[config.mk]
export PLATFORM = sky130hd
export DESIGN_NAME = alu_op_sequencer
export DESIGN_NICKNAME = d
export VERILOG_FILES = /design/src/rtl/alu_op_sequencer.sv
export SDC_FILE = /design/constraint.sdc
export NUM_CORES = 1
export LEC_CHECK = 0
export CAP_MARGIN = 10
export CORE_ASPECT_RATIO = 1.2
export CORE_UTILIZATION = 52
export DETAILED_ROUTE_END_ITERATION = 16
export PLACE_DENSITY = 0.77
export SETUP_SLACK_MARGIN = 0.5
export SKIP_CTS_REPAIR_TIMING = 1
export SYNTH_ARGS = -nofsm -noshare
export SYNTH_HDL_FRONTEND = slang
export SYNTH_SLANG_ARGS = --single-unit
[constraint.sdc]
create_clock -name clk -period 2.2 [get_ports clk]
set_input_delay 0.22 -clock clk [delete_from_list [all_inputs] [get_ports clk]]
set_output_delay 0.22 -clock clk [all_outputs]
set_load 0.01 [all_outputs]
[src/rtl/alu_op_sequencer.sv]
// Multi-cycle ALU sequencer: single-cycle ADD/SUB/AND/OR, iterative MUL/SHL/SHR,
// valid/ready on both sides. Optional flag outputs enabled by defining ALU_FLAGS_EN.
module alu_op_sequencer #(
    parameter int DATA_W = 16,
    parameter int OP_W   = 4
) (
    input  logic              clk,
    input  logic              rst_n,
    input  logic              in_valid,
    output logic              in_ready,
    input  logic [OP_W-1:0]   op,
    input  logic [DATA_W-1:0] a,
    input  logic [DATA_W-1:0] b,
    output logic              out_valid,
    input  logic              out_ready,
    output logic [DATA_W-1:0] result,
    output logic [1:0]        alu_ctrl,
`ifdef ALU_FLAGS_EN
    output logic              flag_z,
    output logic              flag_n,
    output logic              flag_c,
`endif
    output logic              illegal
);

    localparam int SH_W  = $clog2(DATA_W);
    localparam int CNT_W = $clog2(DATA_W + 1);

    localparam logic [OP_W-1:0] OP_ADD = OP_W'(0);
    localparam logic [OP_W-1:0] OP_SUB = OP_W'(1);
    localparam logic [OP_W-1:0] OP_AND = OP_W'(2);
    localparam logic [OP_W-1:0] OP_OR  = OP_W'(3);
    localparam logic [OP_W-1:0] OP_MUL = OP_W'(4);
    localparam logic [OP_W-1:0] OP_SHL = OP_W'(5);
    localparam logic [OP_W-1:0] OP_SHR = OP_W'(6);

    typedef enum logic [1:0] {S_IDLE, S_EXEC, S_DONE} state_e;
    typedef enum logic [1:0] {IT_MUL, IT_SHL, IT_SHR} iter_e;

    state_e            state_q;
    iter_e             iter_q;
    logic [DATA_W-1:0] acc_q;
    logic [DATA_W-1:0] mcand_q;
    logic [DATA_W-1:0] mplier_q;
    logic [DATA_W-1:0] result_q;
    logic [CNT_W-1:0]  cnt_q;
    logic [1:0]        ctrl_q;
    logic              illegal_q;

    logic              accept;
    logic              is_shift;
    logic              is_illegal;
    logic [SH_W-1:0]   shamt;
    logic [DATA_W-1:0] imm_res;
    logic [DATA_W-1:0] step_acc;
    logic [DATA_W-1:0] fin_res;
    logic              fin_load;

    // fin_load marks the single cycle in which the final result is known and DONE is entered.
    always_comb begin
        // NOTE: every combinational output gets a default first so no path can infer a latch.
        imm_res    = '0;
        step_acc   = acc_q;
        fin_load   = 1'b0;
        fin_res    = '0;
        accept     = in_valid && (state_q == S_IDLE);
        shamt      = b[SH_W-1:0];
        is_shift   = (op == OP_SHL) || (op == OP_SHR);
        is_illegal = (op > OP_SHR);

        case (op)
            OP_ADD:  imm_res = a + b;
            OP_SUB:  imm_res = a - b;
            OP_AND:  imm_res = a & b;
            OP_OR:   imm_res = a | b;
            default: imm_res = '0;
        endcase

        case (iter_q)
            IT_SHL:  step_acc = acc_q << 1;
            IT_SHR:  step_acc = acc_q >> 1;
            default: step_acc = mplier_q[0] ? acc_q + mcand_q : acc_q;
        endcase

        if (accept && (op != OP_MUL) && !(is_shift && (shamt != '0))) begin
            fin_load = 1'b1;
            fin_res  = is_shift ? a : imm_res;
        end else if ((state_q == S_EXEC) && (cnt_q == CNT_W'(1))) begin
            fin_load = 1'b1;
            fin_res  = step_acc;
        end
    end

    // NOTE: sequential state uses non-blocking assignments so every register samples pre-edge values.
    always_ff @(posedge clk or negedge rst_n) begin
        if (!rst_n) begin
            state_q   <= S_IDLE;
            iter_q    <= IT_MUL;
            acc_q     <= '0;
            mcand_q   <= '0;
            mplier_q  <= '0;
            result_q  <= '0;
            cnt_q     <= '0;
            ctrl_q    <= 2'b00;
            illegal_q <= 1'b0;
        end else begin
            if (fin_load) result_q <= fin_res;
            case (state_q)
                S_IDLE: begin
                    if (accept) begin
                        illegal_q <= is_illegal;
                        acc_q     <= (op == OP_MUL) ? '0 : a;
                        mcand_q   <= a;
                        mplier_q  <= b;
                        if (op == OP_MUL) begin
                            ctrl_q <= 2'b01;
                            iter_q <= IT_MUL;
                            cnt_q  <= CNT_W'(DATA_W);
                        end else if (is_shift) begin
                            ctrl_q <= 2'b10;
                            iter_q <= (op == OP_SHL) ? IT_SHL : IT_SHR;
                            cnt_q  <= CNT_W'(shamt);
                        end else begin
                            ctrl_q <= is_illegal ? 2'b11 : 2'b00;
                        end
                        state_q <= fin_load ? S_DONE : S_EXEC;
                    end
                end
                S_EXEC: begin
                    acc_q    <= step_acc;
                    mcand_q  <= mcand_q << 1;
                    mplier_q <= mplier_q >> 1;
                    cnt_q    <= cnt_q - CNT_W'(1);
                    if (fin_load) state_q <= S_DONE;
                end
                S_DONE: begin
                    if (out_ready) state_q <= S_IDLE;
                end
                default: state_q <= S_IDLE;
            endcase
        end
    end

    assign in_ready  = (state_q == S_IDLE);
    assign out_valid = (state_q == S_DONE);
    assign result    = result_q;
    assign alu_ctrl  = ctrl_q;
    assign illegal   = illegal_q;

`ifdef ALU_FLAGS_EN
    logic fin_c;
    logic flag_z_q;
    logic flag_n_q;
    logic flag_c_q;

    // ADD carry-out is recovered from the wrapped sum being smaller than an operand.
    always_comb begin
        fin_c = 1'b0;
        if (state_q == S_EXEC) begin
            if (iter_q == IT_SHL)      fin_c = acc_q[DATA_W-1];
            else if (iter_q == IT_SHR) fin_c = acc_q[0];
        end else if (op == OP_ADD) begin
            fin_c = (fin_res < a);
        end else if (op == OP_SUB) begin
            fin_c = (a < b);
        end
    end

    always_ff @(posedge clk or negedge rst_n) begin
        if (!rst_n) begin
            flag_z_q <= 1'b0;
            flag_n_q <= 1'b0;
            flag_c_q <= 1'b0;
        end else if (fin_load) begin
            flag_z_q <= (fin_res == '0);
            flag_n_q <= fin_res[DATA_W-1];
            flag_c_q <= fin_c;
        end
    end

    assign flag_z = flag_z_q;
    assign flag_n = flag_n_q;
    assign flag_c = flag_c_q;
`endif

endmodule
==> metrics.md <==
| Metric | Value |
|---|---|
| Number of distinct library cells after synthesis | `72` |
| Routed WL | `between 20000 and 30000 um` |
| Largest net degree at the start of global routing | `48` |
| H-tree depth | `3` |
| Final setup vio count | `22` |
| Final Skew | `0.00615 ns` |
| Post-synth EDFFs | `0` |
| Worst hold margin | `0.271 ns` |
| Syn Nets | `824` |
| FMAX | `just over 0.3 GHz` |
| Seq/Total Area, Yosys | `30.3%` |
| Worst setup path class | `input port to flop` |
| DR pass1 iterations | `7` |
| Wire per inst | `22.1 um` |
| Final ANT Viol Nets | `0` |
| Vias | `7527` |
| Cells along the critical path | `dlymetal6s2s_1 -> buf_6 -> nor3b_4 -> nand2_2 -> or4_4 -> o41ai_4 -> xor2_1 -> ha_1 -> o21a_1 -> nor2_4 -> a211oi_2 -> a211o_2 -> or3_1 -> a21oi_2 -> a311o_2` |
| Synth Flop Type | `dfrtp_1` |
| Fin cells | `1147` |
| Setup TNS | `-8.68 ns` |
| Vias per Instance | `around 6.6` |
| Hold endpoint | `cnt_q[2]$_DFFE_PN0P_` |
| Post-synthesis cell area | `around 6300 um2` |
| Period minus WS final | `3.27 ns` |
| Drt drc | `0` |
| Maximum vdd drop | `0.872 mV` |
| Core ar. | `~12000 um2` |
| Post-synthesis instance total | `745` |
| TritonCTS clock tree | `done` |
| GPL Wtd Cong | `1.01` |
| Die Wd | `102 um` |
| Hold crit path type | `input port to flop` |
| Setup slack after layout | `-1.07 ns` |
| Reg2Reg Depth | `10` |
| Max-Cap Viols | `0` |
| WP data arrival | `roughly 3.6 ns` |
| TritonCTS sink count | `76` |
| Leak | `roughly 4.4 nW` |
| Share of layout cells above drive strength 1 | `36.5%` |
| CTS Root Cell | `clkbuf_16` |
| Port Buffer Count | `60` |
| Overall power | `13.9 mW` |
| Slew Viols, Final | `0` |
| Initial core utilization | `53.8%` |
| R2r startpoint | `mcand_q[0]$_DFFE_PN0P_` |
| Vias in the first global route | `about 7000` |
| Num ports | `61` |
| Worst setup EP type | `flop` |
| Detail Placement HPWL | `17000 um` |
| Status | `complete, but fails checks` |
| Overflow after GRT | `0` |
| Crit-path max cell delay | `0.55 ns` |
| Global-route wire length before repair | `34800 um` |
| Worst Hold Launch | `b[2]` |
| Ant diodes | `0` |
| Vert. Die Dim | `122 um` |
| Max clock buf depth | `2` |
| Final period utilization | `149%` |
| Slowest CP cell | `or4_4` |
| Pwr dens | `1420 nW/um2` |
| Fillers | `approximately 650` |
| Slew @ Worst Pin | `0.661 ns` |
| Clock transition at the registers of the reported paths | `0.06 ns` |
| Placed cells | `1092` |
| Initial antenna violation count | `0` |
| Row count | `43` |
| Gr usage total | `36.6%` |
| Pre-CTS WS | `-1.71 ns` |
| Synthesized area per cell | `between 8 and 9 um2` |
| Die area | `12500 um2` |
| Cts bufs inserted | `9` |
| Yosys Warn Count | `0` |
| Hold path cells | `4` |
| #FFs+latches synth | `76` |
| Clk Latency, worst-skew pair | `0.35 ns` |
| Startpoint types | `input port` |
| R2r setup slk | `-0.45 ns` |
| Max-slew headroom | `56.0%` |
| Failing checks | `setup timing` |
| CP Data Required Time | `2.49 ns` |
| RR Endpoint | `result[10]$_DFFE_PN0P_` |
| Area delta synth->final | `55.7%` |
| Nets | `1064` |
| RSZ-0062 raised after global routing | `true` |
| CP max FO | `4` |
| Final hold violation count | `0` |
| Drt first-iter violations | `just under 900` |
| Async set-reset flop share out of synthesis | `100%` |
==> cells by family after synthesis <==
logic type | after synthesis | share of synthesized area (%)
buffers and inverters | 69 | 4.78
adder cells (fa/ha/maj) | 41 | 8.32
flip-flops | 76 | 30.3
multiplexers | 36 | 5.75
AO/OA/AOI/OAI | 307 | 32.4
XOR/XNOR | 35 | 4.88
AND/OR/NAND/NOR | 181 | 13.6
==> layout by cell type, fill, tap and decap left out, types with 5 or more instances in the layout <==
cell / n
o21ai_2: 8
dfrtp_2: 5
buf_6: 23
clkbuf_16: 10
o21ai_0: 78
nand2_1: 61
dfrtp_1: 71
clkdlybuf4s50_1: 46
nor2_2: 6
xnor2_2: 8
xnor2_1: 8
buf_4: 183
mux2i_1: 34
o21a_1: 10
nand2b_1: 6
nor2_1: 40
ha_4: 6
nor2_4: 5
o211ai_1: 12
nor3_1: 9
a21oi_1: 37
a211oi_1: 7
a22oi_1: 27
inv_1: 22
o21ai_1: 11
buf_12: 8
a221o_1: 10
a222oi_1: 7
a21oi_2: 13
a221oi_1: 11
ha_1: 29
xor2_1: 17
a31oi_1: 6
dlymetal6s2s_1: 6
a21o_1: 6
or3_1: 7
nand3_1: 7
==> report_power, final <==
group / internal [mW] / switching [mW]
combinational: 4.58 / 5.03
sequential: 2.10 / 0.602
clock: 0.943 / 0.632
==> synth_stat cells, drive strengths merged (5+ instances only) <==
cell type  number  area (um2)
dfrtp          76        1900
o31ai           8        60.1
ha             37         463
o211ai         12        90.1
a221oi         13         114
a21o            6        45.0
nand3           7        35.0
nor2b           5        31.3
a21oi          52         260
xnor2          17         149
o21ai         100         500
buf             9        65.1
nor3           13        70.1
a222oi          7        70.1
nor2           51         194
nand2b         10        62.6
o21a           10        75.1
inv            24        90.1
mux2i          35         350
a31oi           7        43.8
a211oi         11        82.6
nand2          66         248
a221o          10         100
or3             8        50.1
clkbuf         36         145
a22oi          28         210
o22ai           5        31.3
xor2           18         158
==> routing by layer <==
layer  vias to the layer above  wire length, um  part of all wire (%)  global-route usage [%]
met5                         -                0                     0                       0
met4                         0             1350                   5.3                    18.5
met3                       130             2050                   8.1                    4.95
met2                       458            12100                    48                    59.8
met1                      3628             9830                    39                    47.2
li1                       3311                -                     -                       -
==> through the flow <==
stage               utilization, %  instance area (um2)
floorplan                        -                 6570
global placement              72.5                 8460
detailed placement            72.5                 8460
CTS                           75.2                 8780
global route                  83.8                 9790
finish                        83.8                 9790
==> worst max-delay path by stage <==
stage	end	start	slack, ns	depth (start not counted)
2_1_floorplan	result[15]$_DFFE_PN0P_	b[2]	-1.12	13
6_report	result[15]$_DFFE_PN0P_	b[3]	-1.07	15
5_1_grt	result[15]$_DFFE_PN0P_	b[3]	-1.16	15
3_3_place_gp	result[15]$_DFFE_PN0P_	b[1]	-1.64	16
4_1_cts	result[15]$_DFFE_PN0P_	b[1]	-1.37	16
3_5_place_dp	result[15]$_DFFE_PN0P_	b[1]	-1.71	16
==> critical path: cells and delay by family <==
| family | cells | cell delay (ns) |
|---|---|---|
| AO/OA/AOI/OAI | 6 | 1.10 |
| XOR/XNOR | 1 | 0.18 |
| adder cells (fa/ha/maj) | 1 | 0.28 |
| buffers and inverters | 2 | 0.29 |
| AND/OR/NAND/NOR | 5 | 1.49 |
==> cell type report <==
type	instances	area [um2]	share of cell area (%)
clock buffers	11	253	2.58
clock inverters	5	60.1	0.613
inverters	24	95.1	0.971
multi-input cells	601	4870	49.7
flip-flops and latches	76	1910	19.5
well taps	157	196	2.01
repair buffers	273	2410	24.6
==> flip-flops by register name (all words and copies together), names as in the netlist <==
signal    cells
iter_q        2
alu_ctrl      2
result       16
acc_q        16
cnt_q         5
mplier_q     16
mcand_q      16
illegal       1
state_q       2
No activity file was read; power rests on OpenSTA's default activity.
